[src/rtl/free_list_if.sv]
// Dispatch, ROB commit and checkpoint signals for the physical register free list.
// The master side drives the requests and the slave side is the free list itself.
interface free_list_if #(
  parameter int PHYS_REG_WIDTH = 6,
  parameter int PTR_W          = 6,
  parameter int CKPT_W         = 2
);
  logic                      dequeue_valid;
  logic [PHYS_REG_WIDTH-1:0] dequeue_phys_reg_tag;
  logic                      dequeue_req;
  logic                      enqueue_valid;
  logic [PHYS_REG_WIDTH-1:0] enqueue_phys_reg_tag;
  logic                      save_checkpoint_valid;
  logic [CKPT_W-1:0]         save_checkpoint_column;
  logic                      restore_checkpoint_valid;
  logic [CKPT_W-1:0]         restore_checkpoint_column;
  logic                      empty;
  logic                      full;
  logic [PTR_W-1:0]          count;
  logic                      overflow_error;

  modport master (
    output dequeue_req, enqueue_valid, enqueue_phys_reg_tag,
           save_checkpoint_valid, save_checkpoint_column,
           restore_checkpoint_valid, restore_checkpoint_column,
    input  dequeue_valid, dequeue_phys_reg_tag, empty, full, count, overflow_error
  );

  modport slave (
    input  dequeue_req, enqueue_valid, enqueue_phys_reg_tag,
           save_checkpoint_valid, save_checkpoint_column,
           restore_checkpoint_valid, restore_checkpoint_column,
    output dequeue_valid, dequeue_phys_reg_tag, empty, full, count, overflow_error
  );
endinterface

[src/rtl/phys_reg_free_list.sv]
// Circular FIFO of free physical register tags feeding rename, refilled at commit,
// with saved head pointers so a mispredict rolls the list back in one cycle.
module phys_reg_free_list #(
  parameter int FREE_LIST_DEPTH     = 32,
  parameter int LOG_FREE_LIST_DEPTH = 5,
  parameter int NUM_PHYS_REGS       = 64,
  parameter int CHECKPOINT_COLUMNS  = 4
) (
  input  logic       CLK,
  input  logic       nRST,
  free_list_if.slave fl
);
  localparam int PHYS_REG_WIDTH = $clog2(NUM_PHYS_REGS);
  localparam int PTR_W          = LOG_FREE_LIST_DEPTH + 1;

  logic [PHYS_REG_WIDTH-1:0] entries    [FREE_LIST_DEPTH];
  logic [PTR_W-1:0]          checkpoint [CHECKPOINT_COLUMNS];
  logic [PTR_W-1:0]          head;
  logic [PTR_W-1:0]          tail;
  logic                      overflow_q;

  logic [PTR_W-1:0] occupancy;
  logic [PTR_W-1:0] head_next;
  logic [PTR_W-1:0] tail_next;
  logic [PTR_W-1:0] restore_head;
  logic [PTR_W-1:0] restore_occupancy;
  logic             is_empty;
  logic             is_full;
  logic             deq_fire;
  logic             enq_fire;
  logic             overflow_set;

  // Pointers carry a wrap bit, so plain modular subtraction yields the occupancy.
  always_comb begin
    occupancy         = tail - head;
    is_empty          = (occupancy == '0);
    is_full           = (occupancy == PTR_W'(FREE_LIST_DEPTH));
    deq_fire          = fl.dequeue_req && !is_empty && !fl.restore_checkpoint_valid;
    enq_fire          = fl.enqueue_valid && !is_full;
    restore_head      = checkpoint[fl.restore_checkpoint_column];
    tail_next         = enq_fire ? tail + PTR_W'(1) : tail;
    head_next         = head;
    if (fl.restore_checkpoint_valid) begin
      head_next = restore_head;
    end else if (deq_fire) begin
      head_next = head + PTR_W'(1);
    end
    // A rollback is judged against the tail that will coexist with the restored head.
    restore_occupancy = tail_next - restore_head;
    overflow_set      = (fl.enqueue_valid && is_full) ||
                        (fl.restore_checkpoint_valid &&
                         (restore_occupancy > PTR_W'(FREE_LIST_DEPTH)));
  end

  always_ff @(posedge CLK or negedge nRST) begin
    if (!nRST) begin
      for (int i = 0; i < FREE_LIST_DEPTH; i++) begin
        entries[i] <= PHYS_REG_WIDTH'(FREE_LIST_DEPTH + i);
      end
      for (int c = 0; c < CHECKPOINT_COLUMNS; c++) begin
        checkpoint[c] <= '0;
      end
      head       <= '0;
      tail       <= PTR_W'(FREE_LIST_DEPTH);
      overflow_q <= 1'b0;
    end else begin
      if (enq_fire) begin
        entries[tail[LOG_FREE_LIST_DEPTH-1:0]] <= fl.enqueue_phys_reg_tag;
      end
      if (fl.save_checkpoint_valid && !fl.restore_checkpoint_valid) begin
        checkpoint[fl.save_checkpoint_column] <= head_next;
      end
      head <= head_next;
      tail <= tail_next;
      if (overflow_set) begin
        overflow_q <= 1'b1;
      end
    end
  end

  assign fl.dequeue_valid        = !is_empty;
  assign fl.dequeue_phys_reg_tag = entries[head[LOG_FREE_LIST_DEPTH-1:0]];
  assign fl.empty                = is_empty;
  assign fl.full                 = is_full;
  assign fl.count                = occupancy;
  assign fl.overflow_error       = overflow_q;
endmodule

[src/flat_wrapper.sv]
// flat-port wrapper written by rule: the top's interface ports become plain ports
module phys_reg_free_list_flat 
#(
  parameter int FREE_LIST_DEPTH     = 32,
  parameter int LOG_FREE_LIST_DEPTH = 5,
  parameter int NUM_PHYS_REGS       = 64,
  parameter int CHECKPOINT_COLUMNS  = 4
)
  (CLK, nRST, fl_dequeue_req, fl_enqueue_valid, fl_enqueue_phys_reg_tag, fl_save_checkpoint_valid, fl_save_checkpoint_column, fl_restore_checkpoint_valid, fl_restore_checkpoint_column, fl_dequeue_valid, fl_dequeue_phys_reg_tag, fl_empty, fl_full, fl_count, fl_overflow_error);
  free_list_if fl_i ();
  input  logic CLK;
  input  logic nRST;
  input wire logic [$bits(fl_i.dequeue_req)-1:0] fl_dequeue_req;
  input wire logic [$bits(fl_i.enqueue_valid)-1:0] fl_enqueue_valid;
  input wire logic [$bits(fl_i.enqueue_phys_reg_tag)-1:0] fl_enqueue_phys_reg_tag;
  input wire logic [$bits(fl_i.save_checkpoint_valid)-1:0] fl_save_checkpoint_valid;
  input wire logic [$bits(fl_i.save_checkpoint_column)-1:0] fl_save_checkpoint_column;
  input wire logic [$bits(fl_i.restore_checkpoint_valid)-1:0] fl_restore_checkpoint_valid;
  input wire logic [$bits(fl_i.restore_checkpoint_column)-1:0] fl_restore_checkpoint_column;
  output wire logic [$bits(fl_i.dequeue_valid)-1:0] fl_dequeue_valid;
  output wire logic [$bits(fl_i.dequeue_phys_reg_tag)-1:0] fl_dequeue_phys_reg_tag;
  output wire logic [$bits(fl_i.empty)-1:0] fl_empty;
  output wire logic [$bits(fl_i.full)-1:0] fl_full;
  output wire logic [$bits(fl_i.count)-1:0] fl_count;
  output wire logic [$bits(fl_i.overflow_error)-1:0] fl_overflow_error;
  assign fl_i.dequeue_req = fl_dequeue_req;
  assign fl_i.enqueue_valid = fl_enqueue_valid;
  assign fl_i.enqueue_phys_reg_tag = fl_enqueue_phys_reg_tag;
  assign fl_i.save_checkpoint_valid = fl_save_checkpoint_valid;
  assign fl_i.save_checkpoint_column = fl_save_checkpoint_column;
  assign fl_i.restore_checkpoint_valid = fl_restore_checkpoint_valid;
  assign fl_i.restore_checkpoint_column = fl_restore_checkpoint_column;
  assign fl_dequeue_valid = fl_i.dequeue_valid;
  assign fl_dequeue_phys_reg_tag = fl_i.dequeue_phys_reg_tag;
  assign fl_empty = fl_i.empty;
  assign fl_full = fl_i.full;
  assign fl_count = fl_i.count;
  assign fl_overflow_error = fl_i.overflow_error;
  phys_reg_free_list #(.FREE_LIST_DEPTH(FREE_LIST_DEPTH), .LOG_FREE_LIST_DEPTH(LOG_FREE_LIST_DEPTH), .NUM_PHYS_REGS(NUM_PHYS_REGS), .CHECKPOINT_COLUMNS(CHECKPOINT_COLUMNS)) u_core (.CLK(CLK), .nRST(nRST), .fl(fl_i));
endmodule
[config.mk]
export PLATFORM = sky130hd
export DESIGN_NAME = phys_reg_free_list_flat
export DESIGN_NICKNAME = d
export VERILOG_FILES = /design/src/rtl/free_list_if.sv /design/src/rtl/phys_reg_free_list.sv /design/src/flat_wrapper.sv
export SDC_FILE = /design/constraint.sdc
export NUM_CORES = 1
export LEC_CHECK = 0
export BUFFER_PORTS_ARGS = -buffer_cell sky130_fd_sc_hd__buf_2
export CAP_MARGIN = 20
export CORE_ASPECT_RATIO = 0.5
export CORE_MARGIN = 8
export CORE_UTILIZATION = 30
export CTS_CLUSTER_DIAMETER = 100
export CTS_CLUSTER_SIZE = 10
export DETAILED_ROUTE_END_ITERATION = 7
export PLACE_DENSITY = 0.44
export SLEW_MARGIN = 10
export SYNTH_ARGS = -nofsm -noshare
export SYNTH_HDL_FRONTEND = slang
export SYNTH_SLANG_ARGS = --single-unit
export TNS_END_PERCENT = 100
[constraint.sdc]
create_clock -name CLK -period 5 [get_ports CLK]
set_input_delay 0.25 -clock CLK [delete_from_list [all_inputs] [get_ports CLK]]
set_output_delay 0.25 -clock CLK [all_outputs]
set_load 0.005 [all_outputs]
# --- Word level (Yosys, flattened, before mapping) ---
# Index checks and enable logic that the tools add are counted.
word_totals:
  regBits: 229
  input_bits: 16
  output_inout_bits: 16
  wordCells: 83
op_classes:
  n_addsub: 4
  magnitude_cmp: 7
  eq_ne: 1
  mux: 15
  n_bitwise: 4
  reduce_logical: 13
op_table:
  columns: ["op", "n"]
  rows:
  - ["$bwmux W192", 1]
  - ["$mux W6", 9]
  - ["$bmux W6 S5", 1]
  - ["$demux W6 S5", 1]
  - ["$bwmux W24", 1]
  - ["$add A6 B1 Y6 const B", 2]
  - ["$bmux W6 S2", 1]
  - ["$demux W6 S2", 1]
  - ["$ge A6 B6 Y1 const B", 2]
  - ["$not A5 Y6", 2]
  - ["$sub A6 B6 Y6", 2]
  - ["$logic_and A1 B1 Y1", 8]
  - ["$eq A6 B6 Y1 const B", 1]
  - ["$ge A3 B3 Y1 const B", 2]
  - ["$gt A6 B6 Y1 const B", 1]
  - ["$logic_not A6 Y1", 1]
  - ["$lt A6 B1 Y1 const B", 1]
  - ["$not A2 Y3", 2]
  - ["$logic_not A1 Y1", 3]
  - ["$lt A3 B1 Y1 const B", 1]
  - ["$logic_or A1 B1 Y1", 1]

# --- Longest topological paths before layout ---
# Gate-level depths: netlist of the first run.
logic_depth:
  depth_word: 9
  mapped_depth: 19
  mapped_depth_nobuf: 17

# --- Least setup slack after synthesis of the first run ---
# OpenSTA, ideal clock, no wires.
synth_timing:
  path_type: "reg2reg"
  from: "reg u_core.head[2]"
  to: "reg u_core.overflow_q, in the netlist u_core.fl.overflow_error"
  setup_ns: 0.087
  arrival_ns: 4.290
  required_ns: 4.913
  setup_slack_ns: 0.624
  path_stages_with_launch: 19
  n_path_buf: 2
  period_less_slack_ns: 4.376
  path_cell_list: "dfrtp_1 > clkinv_1 > buf_1 > ha_1 > xnor2_1 > nor3_1 > mux2i_1 > a211oi_4 > buf_6 > or2b_2 > xnor2_1 > ha_1 > fa_1 > nand2b_1 > a21oi_1 > xnor2_1 > a31oi_1 > nand2b_1 > o211ai_1"
synth_between:
  elab_chain_cells: 9
  elab_cells_between_ends: 10
  cone_classes: "2 x add/sub; 1 x order compare; 1 x eq/ne; 1 x mux; 5 x reduce/logical"
synth_lines:
  columns: ["item", "line", "source"]
  rows:
  - ["start, declared", "phys_reg_free_list.sv:18", "logic [PTR_W-1:0] head;"]
  - ["start signal, assigned", "phys_reg_free_list.sv:73", "head <= head_next;"]
  - ["$sub A6 B6 Y6 (*)", "phys_reg_free_list.sv:35", "occupancy = tail - head;"]
  - ["net fl_count[2]", "flat_wrapper.sv:24", "output wire logic [$bits(fl_i.count)-1:0] fl_count;"]
  - ["$eq A6 B6 Y1 (*)", "phys_reg_free_list.sv:37", "is_full = (occupancy == PTR_W'(FREE_LIST_DEPTH));"]
  - ["net fl_full", "flat_wrapper.sv:23", "output wire logic [$bits(fl_i.full)-1:0] fl_full;"]
  - ["$logic_not A1 Y1", "phys_reg_free_list.sv:39", "enq_fire = fl.enqueue_valid && !is_full;"]
  - ["$logic_and A1 B1 Y1", "phys_reg_free_list.sv:39", null]
  - ["$mux W6", "phys_reg_free_list.sv:41", "tail_next = enq_fire ? tail + PTR_W'(1) : tail;"]
  - ["$sub A6 B6 Y6", "phys_reg_free_list.sv:49", "restore_occupancy = tail_next - restore_head;"]
  - ["$gt A6 B6 Y1", "phys_reg_free_list.sv:52", "(restore_occupancy > PTR_W'(FREE_LIST_DEPTH)));"]
  - ["$logic_and A1 B1 Y1", "phys_reg_free_list.sv:51", "(fl.restore_checkpoint_valid &&"]
  - ["$logic_or A1 B1 Y1 (*)", "phys_reg_free_list.sv:50", "overflow_set = (fl.enqueue_valid && is_full) ||"]
  - ["end signal, assigned", "phys_reg_free_list.sv:65", "overflow_q <= 1'b0;"]
  - ["end signal, assigned", "phys_reg_free_list.sv:76", "overflow_q <= 1'b1;"]
  - ["end, declared", "phys_reg_free_list.sv:20", "logic overflow_q;"]
# The timed path passes the listed nets; every way through them passes the cells marked *.
# A chain may end at the register's enable or synchronous reset.

# --- Final worst setup path of the first run ---
layout_timing:
  from: "reg u_core.tail[0]"
  to: "reg u_core.overflow_q, in the netlist u_core.fl.overflow_error"
layout_between:
  elab_chain_cells: 9
  elab_cells_between_ends: 11
  cone_classes: "3 x add/sub; 1 x order compare; 1 x eq/ne; 1 x mux; 5 x reduce/logical"
layout_lines:
  columns: ["item", "line", "source"]
  rows:
  - ["start, declared", "phys_reg_free_list.sv:19", "logic [PTR_W-1:0] tail;"]
  - ["start signal, assigned", "phys_reg_free_list.sv:64", "tail <= PTR_W'(FREE_LIST_DEPTH);"]
  - ["start signal, assigned", "phys_reg_free_list.sv:74", "tail <= tail_next;"]
  - ["$sub A6 B6 Y6", "phys_reg_free_list.sv:35", null]
  - ["$eq A6 B6 Y1", "phys_reg_free_list.sv:37", null]
  - ["$logic_not A1 Y1", "phys_reg_free_list.sv:39", null]
  - ["$logic_and A1 B1 Y1", "phys_reg_free_list.sv:39", null]
  - ["$mux W6", "phys_reg_free_list.sv:41", null]
  - ["$sub A6 B6 Y6", "phys_reg_free_list.sv:49", null]
  - ["$gt A6 B6 Y1", "phys_reg_free_list.sv:52", null]
  - ["$logic_and A1 B1 Y1", "phys_reg_free_list.sv:51", null]
  - ["$logic_or A1 B1 Y1 (*)", "phys_reg_free_list.sv:50", null]
# Mark *: on every way between the ends. The rest lies on a longest branch, timed or not.

==> summary.md, run 1 <==
| Metric | Value |
|---|---|
| Status | `completed` |
| Cts hold-fix bufs | `1` |
| First-pass GRT wire length | `49800 µm` |
| R2r endpoint | `u_core.fl.overflow_error$_DFFE_PN0P_` |
| Via Count | `6941` |
| HP Start | `fl_enqueue_valid` |
| Setup repair after global routing missed its margin | `no` |
| Area of the core | `0.0418 mm²` |
| Min-Delay Endpoint | `u_core.fl.overflow_error$_DFFE_PN0P_` |
| Floorplan die width | `307 µm` |
| Worst Tran Pin Value | `1.03 ns` |
| Iteration-0 DRC Markers | `353` |
| R2r setup slk | `0.60 ns` |
| CP Data Required Time | `5.46 ns` |
| Vias in the first global route | `7489` |
| Max-capacitance violation count | `0` |
| Residual DRC count | `0` |
| Vias per cell | `4.81` |
| Die Area | `0.0496 mm²` |
| Fin nets | `879` |
| Max FO, Critical Path | `8` |
| Post-CTS setup buffer count | `0` |
| Drt wl/cell | `22.0 µm` |
| N_diodes | `0` |
| FMAX | `0.227 GHz` |
| Leak | `5.66 nW` |
| RD Place Congestion | `0.767` |
| Worst relative slew slack | `0.303` |
| Crit path launch type | `flop` |
| Register area share after synthesis | `0.462` |
| Critical path arrival | `4.86 ns` |
| Buffers on Ports | `31` |
| Final Max Tran Viols | `0` |
| GRT Overall Usage | `0.130` |
| First drt pass iteration count | `4` |
| Largest net degree at the start of global routing | `95` |
| Clock Sinks | `229` |
| Post-synthesis cell area | `0.0127 mm²` |
| Clk Latency, worst-skew pair | `0.55 ns` |
| Longest Clk Path Bufs | `3` |
| Final Hold Fails | `0` |
| Peak VDD IR | `0.243 mV` |
| Row count | `53` |
| GRT overflow | `0` |
| Setup_tns | `0 ns` |
| CTS tree | `yes` |
| Share of cells above drive strength 1 | `0.567` |
| FFs w/ async S/R, synth | `1.00` |
| Final period util | `0.880` |
| R2r startpoint | `u_core.tail[0]$_DFF_PN0_` |
| Layout Utilization | `0.338` |
| H-tree depth | `1` |
| CP endpoint kind | `flop` |
| Hold Path Depth | `3` |
| Yosys reg bits | `229` |
| Post-synth EDFFs | `0` |
| Clock Skew | `0.0125 ns` |
| R2R cell count | `17` |
| Antenna violations before repair | `0` |
| CTS Root Cell | `clkbuf_16` |
| Post-synthesis cell count | `830` |
| Io pins | `32` |
| Num CTS Buffers | `26` |
| YS warnings | `0` |
| Synth Flop Type | `dfrtp_1` |
| Syn avg cell area | `15.3 µm²` |
| Final ANT Viol Nets | `0` |
| Die height | `161 µm` |
| Clock-pin slew on the worst setup and hold paths | `0.06 ns` |
| Period minus WS final | `4.40 ns` |
| Crit Path Category | `reg -> reg` |
| Post-Route WL | `31700 µm` |
| Synthesized Nets | `863` |
| Synth unique cells | `57` |
| Setup Viol. Count Final | `0` |
| Post-cts repair resize count | `0` |
| Initial Utilization | `0.304` |
| Dpl hpwl | `20100 µm` |
| Worst hold-check path type | `in -> reg` |
| Pwr dens | `671 mW/mm²` |
| Layout Area Growth over Synthesis | `11.4%` |
[cell usage after synthesis (3+ instances only)]
cell type / count / share of area
buf_2: 7 / 0.0028
clkbuf_1: 36 / 0.011
nor3_1: 9 / 0.0035
buf_1: 4 / 0.0012
mux2i_1: 10 / 0.0079
nand2_1: 53 / 0.016
mux4_2: 64 / 0.11
xnor2_1: 8 / 0.0055
mux2_2: 3 / 0.0027
or3_1: 5 / 0.0025
ha_1: 15 / 0.015
buf_12: 3 / 0.0047
nand2b_1: 7 / 0.0034
o211ai_1: 11 / 0.0065
nand3_1: 21 / 0.0083
a21oi_1: 15 / 0.0059
dfrtp_1: 116 / 0.23
inv_1: 13 / 0.0038
nor2_1: 19 / 0.0056
and3_1: 3 / 0.0015
mux2_4: 192 / 0.23
o21ai_0: 11 / 0.0043
xor2_1: 5 / 0.0034
and2_1: 5 / 0.0025
or4_1: 10 / 0.0059
nor3_4: 32 / 0.041
dfstp_2: 113 / 0.23
[cells in the final DEF, fill, tap and decap left out, types with 19 or more instances in the layout]
| cell type | instances |
|---|---|
| mux2_4 | 192 |
| mux4_2 | 64 |
| dfstp_2 | 113 |
| nor2_1 | 19 |
| buf_2 | 30 |
| nand2_1 | 53 |
| nor3_4 | 32 |
| clkbuf_16 | 26 |
| clkbuf_1 | 21 |
| nand3_1 | 21 |
| dfrtp_1 | 114 |
[per-stage QoR]
step                power, W  setup slack (ns)  cell area [µm²]  hold slack [ns]  cells
floorplan            0.00660             0.624            12700          -0.0456    830
global placement     0.00772             0.697            13400            0.333   1394
detailed placement   0.00777             0.612            13400            0.347   1394
CTS                  0.00962             0.585            14100           0.0819   1443
global route          0.0101             0.323            14100            0.113   1443
finish               0.00949             0.598            14100           0.0980   1443
[cell families after synthesis]
logic type | share of synthesized area
simple gates | 0.0988
flops | 0.462
compound gates | 0.0284
fa+ha+maj | 0.0179
buf+inv | 0.0278
mux | 0.351
xor+xnor | 0.0137
[worst max-delay path by stage]
stage	start	end	slack [ns]	cells past startpoint
detailed placement	u_core.head[0]$_DFF_PN0_	u_core.fl.overflow_error$_DFFE_PN0P_	0.61	16
global placement	u_core.head[0]$_DFF_PN0_	u_core.fl.overflow_error$_DFFE_PN0P_	0.70	16
CTS	u_core.head[0]$_DFF_PN0_	u_core.fl.overflow_error$_DFFE_PN0P_	0.58	16
global route	u_core.tail[0]$_DFF_PN0_	u_core.fl.overflow_error$_DFFE_PN0P_	0.32	17
floorplan	u_core.head[2]$_DFF_PN0_	u_core.fl.overflow_error$_DFFE_PN0P_	0.62	18
finish	u_core.tail[0]$_DFF_PN0_	u_core.fl.overflow_error$_DFFE_PN0P_	0.60	17
[per-layer routing]
layer	up-vias	global-route usage	routed length (µm)
li1	3116	-	-
met2	79	0.200	14400
met5	-	0	0
met1	3712	0.192	15800
met4	0	0.0255	505
met3	34	0.0204	977
[critical path, stage by stage (launching register included)]
cell	delay, ns
dfrtp_1	0.47
inv_1	0.15
ha_1	0.25
fa_1	0.40
xnor2_1	0.25
nor3_1	0.09
mux2i_1	0.57
a211oi_4	0.14
or2b_2	0.39
xnor2_1	0.15
ha_1	0.23
fa_1	0.39
nand2b_1	0.17
a21oi_1	0.16
xnor2_1	0.08
a31oi_1	0.21
nand2b_1	0.08
o211ai_1	0.14
[power breakdown]
part | switching, W | total (W) | internal (W)
clock | 0.000787 | 0.00177 | 0.000978
sequential | 0.000516 | 0.00349 | 0.00298
combinational | 0.00196 | 0.00423 | 0.00227
total | 0.00326 | 0.00949 | 0.00623
[sequential cells by signal, summed over array words and instances, names as in the netlist]
register                  cells
u_core.fl.overflow_error      1
u_core.checkpoint            24
u_core.head                   6
u_core.entries              192
u_core.tail                   6
[area by class of cell]
class | count | area [µm²]
Fill cell | 4018 | 27700
Multi-Input combinational cell | 531 | 6480
Sequential cell | 229 | 5880
Clock buffer | 47 | 729
Tap cell | 577 | 722
Timing Repair Buffer | 43 | 258
Inverter | 15 | 56.3
Clock inverter | 1 | 16.3
Power figures use the tool's default switching activity.
==> inputs of run 2 (changes only) <==
--- a/config.mk
+++ b/config.mk
@@ -5,7 +5,6 @@
 export SDC_FILE = /design/constraint.sdc
 export NUM_CORES = 1
 export LEC_CHECK = 0
-export BUFFER_PORTS_ARGS = -buffer_cell sky130_fd_sc_hd__buf_2
 export CAP_MARGIN = 20
 export CORE_ASPECT_RATIO = 0.5
 export CORE_MARGIN = 8
@@ -13,6 +12,7 @@
 export CTS_CLUSTER_DIAMETER = 100
 export CTS_CLUSTER_SIZE = 10
 export DETAILED_ROUTE_END_ITERATION = 7
+export DONT_BUFFER_PORTS = 1
 export PLACE_DENSITY = 0.44
 export SLEW_MARGIN = 10
 export SYNTH_ARGS = -nofsm -noshare
==> summary.md, run 2 (synthesized netlist as in run 1, its figures left out) <==
| Metric | Value |
|---|---|
| Residual DRC count | `0 (unchanged)` |
| Final Max Tran Viols | `0 (unchanged)` |
| Max-capacitance violation count | `0 (unchanged)` |
| Filler instances | `4062 (was 4018)` |
| Area of the core | `0.0418 mm² (unchanged)` |
| First drt pass iteration count | `4 (unchanged)` |
| H-tree depth | `1 (unchanged)` |
| Largest delay share family, worst path | `adder cells (unchanged)` |
| Iteration-0 DRC Markers | `380 (was 353)` |
| First-pass GRT wire length | `49100 µm (was 49800 µm)` |
| Longest Clk Path Bufs | `3 (unchanged)` |
| CP peak stage delay | `0.46 ns (was 0.57 ns)` |
| Max FO, Critical Path | `8 (unchanged)` |
| Clock-pin slew on the worst setup and hold paths | `0.06 ns (about the same)` |
| Sw power | `0.00317 W (was 0.00326 W)` |
| Dpl hpwl | `19800 µm (was 20100 µm)` |
| Die Area | `0.0496 mm² (unchanged)` |
| Initial Utilization | `0.304 (unchanged)` |
| Crit path launch type | `flop (unchanged)` |
| Leak | `5.60 nW (was 5.66 nW)` |
| RD Place Congestion | `0.787 (was 0.767)` |
| Io pins | `32 (unchanged)` |
| P_int | `0.00616 W (was 0.00623 W)` |
| Setup_tns | `0 ns (unchanged)` |
| Failing checks | `hold timing` |
| Most common cell after layout, fill and taps aside | `mux2_4 (unchanged)` |
| Worst Tran Pin Value | `1.08 ns (was 1.03 ns)` |
| Crit Path Category | `reg -> reg (unchanged)` |
| Switching portion of total power | `0.340 (was 0.344)` |
| Antenna violations before repair | `1 (was 0)` |
| Drt wl/cell | `22.0 µm (about the same)` |
| Final ANT Viol Nets | `0 (unchanged)` |
| Worst hold margin | `-0.572 ns (was 0.0980 ns)` |
| Final period util | `0.830 (was 0.880)` |
| Peak VDD IR | `0.259 mV (was 0.243 mV)` |
| Worst hold-check path type | `in -> async (was in -> reg)` |
| Post-CTS setup buffer count | `0 (unchanged)` |
| Max reg flops | `192 (unchanged)` |
| Final Hold Fails | `229 (was 0)` |
| Num CTS Buffers | `26 (unchanged)` |
| Setup Viol. Count Final | `0 (unchanged)` |
| Fin nets | `859 (was 879)` |
| Top Registers | `u_core.entries: 192 flops, u_core.checkpoint: 24 flops (unchanged)` |
| Vias in the first global route | `7334 (was 7489)` |
| Biggest register | `u_core.entries (unchanged)` |
| GRT overflow | `0 (unchanged)` |
| Post-Route WL | `31400 µm (was 31700 µm)` |
| Slowest CP cell | `dfrtp_1 (was mux2i_1)` |
| CTS tree | `yes (unchanged)` |
| Status | `finished with violations (was completed)` |
| Setup repair after global routing missed its margin | `no (unchanged)` |
| Critical path arrival | `4.61 ns (was 4.86 ns)` |
| Flop pwr share | `0.378 (was 0.368)` |
| FMAX | `0.241 GHz (was 0.227 GHz)` |
| Floorplan die width | `307 µm (unchanged)` |
| Clk pwr share | `0.187 (was 0.186)` |
| Via Count | `6791 (was 6941)` |
| CTS Root Cell | `clkbuf_16 (unchanged)` |
| CP Data Required Time | `5.45 ns (was 5.46 ns)` |
| Row count | `53 (unchanged)` |
| Buffers on Ports | `0 (was 31)` |
| CP cell instances | `inv_1 -> ha_1 -> fa_1 -> xnor2_1 -> nor3_1 -> mux2i_1 -> buf_4 -> a211oi_4 -> or2b_2 -> mux2_2 -> ha_1 -> nand2b_1 -> a21oi_1 -> o22ai_1 -> xor3_4 -> nand2b_1 -> o211ai_1 (was inv_1 -> ha_1 -> fa_1 -> xnor2_1 -> nor3_1 -> mux2i_1 -> a211oi_4 -> or2b_2 -> xnor2_1 -> ha_1 -> fa_1 -> nand2b_1 -> a21oi_1 -> xnor2_1 -> a31oi_1 -> nand2b_1 -> o211ai_1)` |
| CP endpoint kind | `flop (unchanged)` |
| Die height | `161 µm (unchanged)` |
| Largest net degree at the start of global routing | `230 (was 95)` |
| Period minus WS final | `4.15 ns (was 4.40 ns)` |
| Layout Area Growth over Synthesis | `11.4% (unchanged)` |
| GRT Overall Usage | `0.128 (was 0.130)` |
| Clock Skew | `0.0101 ns (was 0.0125 ns)` |
| Power Total | `0.00933 W (was 0.00949 W)` |
| Share of cells above drive strength 1 | `0.552 (was 0.567)` |
| Vias per cell | `4.78 (was 4.81)` |
| Combinational power share | `0.435 (was 0.446)` |
| Clock Sinks | `229 (unchanged)` |
| Pwr dens | `660 mW/mm² (was 671 mW/mm²)` |
| Crit path buf inv count | `2 (was 1)` |
| Clk Latency, worst-skew pair | `0.54 ns (was 0.55 ns)` |
| Worst relative slew slack | `0.276 (was 0.303)` |
| Commonest cells after routing, fill and taps aside | `mux2_4, dfrtp_1, dfstp_2 (unchanged)` |
[run 2: changes by cell type in the layout (fill, tap and decap cells not counted), moves of 2 or more]
cell           before  now
buf_12              0    6
buf_2              30    0
clkbuf_1           21   19
dlygate4sd3_1       1    6
[run 2: area by class of cell]
type,count,area [µm²],share of cell area
Multi-Input combinational cell,531,6480,0.458
Sequential cell,229,5880,0.416
Clock buffer,45,722,0.0511
Tap cell,577,722,0.0511
Timing Repair Buffer,23,263,0.0186
Inverter,15,56.3,0.00398
Clock inverter,1,16.3,0.00115
Antenna cell,1,2.50,0.000177
[run 2: worst paths after layout]
path	end	cells past startpoint	slack [ns]	from
setup / recovery	u_core.fl.overflow_error$_DFFE_PN0P_	17	0.85	u_core.tail[0]$_DFF_PN0_
hold / removal	u_core.entries[37]$_DFFE_PN0P_	0	-0.57	nRST
setup reg to reg	u_core.fl.overflow_error$_DFFE_PN0P_	17	0.85	u_core.tail[0]$_DFF_PN0_
hold reg to reg	u_core.checkpoint[5]$_DFFE_PN0P_	2	0.47	u_core.checkpoint[5]$_DFFE_PN0P_
max in group asynchronous	u_core.entries[166]$_DFFE_PN0P_	0	5.07	nRST
min in group CLK	u_core.checkpoint[23]$_DFFE_PN0P_	3	0.03	fl_save_checkpoint_column[0]
[run 2: per-layer routing]
| metal | global-route usage | vias up | wire length, µm | part of all wire |
|---|---|---|---|---|
| met1 | 0.190 | 3600 | 15500 | 0.49 |
| met5 | 0 | - | 13 | 0.00041 |
| met3 | 0.0242 | 33 | 1250 | 0.040 |
| met4 | 0.0241 | 2 | 526 | 0.017 |
| met2 | 0.193 | 99 | 14100 | 0.45 |
| li1 | - | 3057 | - | - |
[run 2: through the flow]
stage                     cell area, µm²   util  std cells  setup WS (ns)
after floorplan                    12700      -        830          0.624
after global placement             13200  0.316       1362          0.895
after detailed placement           13200  0.316       1362          0.798
after CTS                          14100  0.337       1419          0.788
after global routing               14100  0.338       1421          0.561
final                              14100  0.338       1422          0.848
[run 2: power by group through the flow]
stage          clock (W)  combinational (W)  sequential (W)
2_1_floorplan          0            0.00331         0.00329
3_3_place_gp           0            0.00402         0.00350
3_5_place_dp           0            0.00408         0.00352
4_1_cts          0.00182            0.00414         0.00352
5_1_grt          0.00190            0.00438         0.00363
6_report         0.00175            0.00406         0.00352
[run 2: timing repair]
item,CTS,global route
endpoints found under the setup margin,0,0
gates resized for setup,0,0
hold buffers,11,1
hold endpoints to repair,429,230
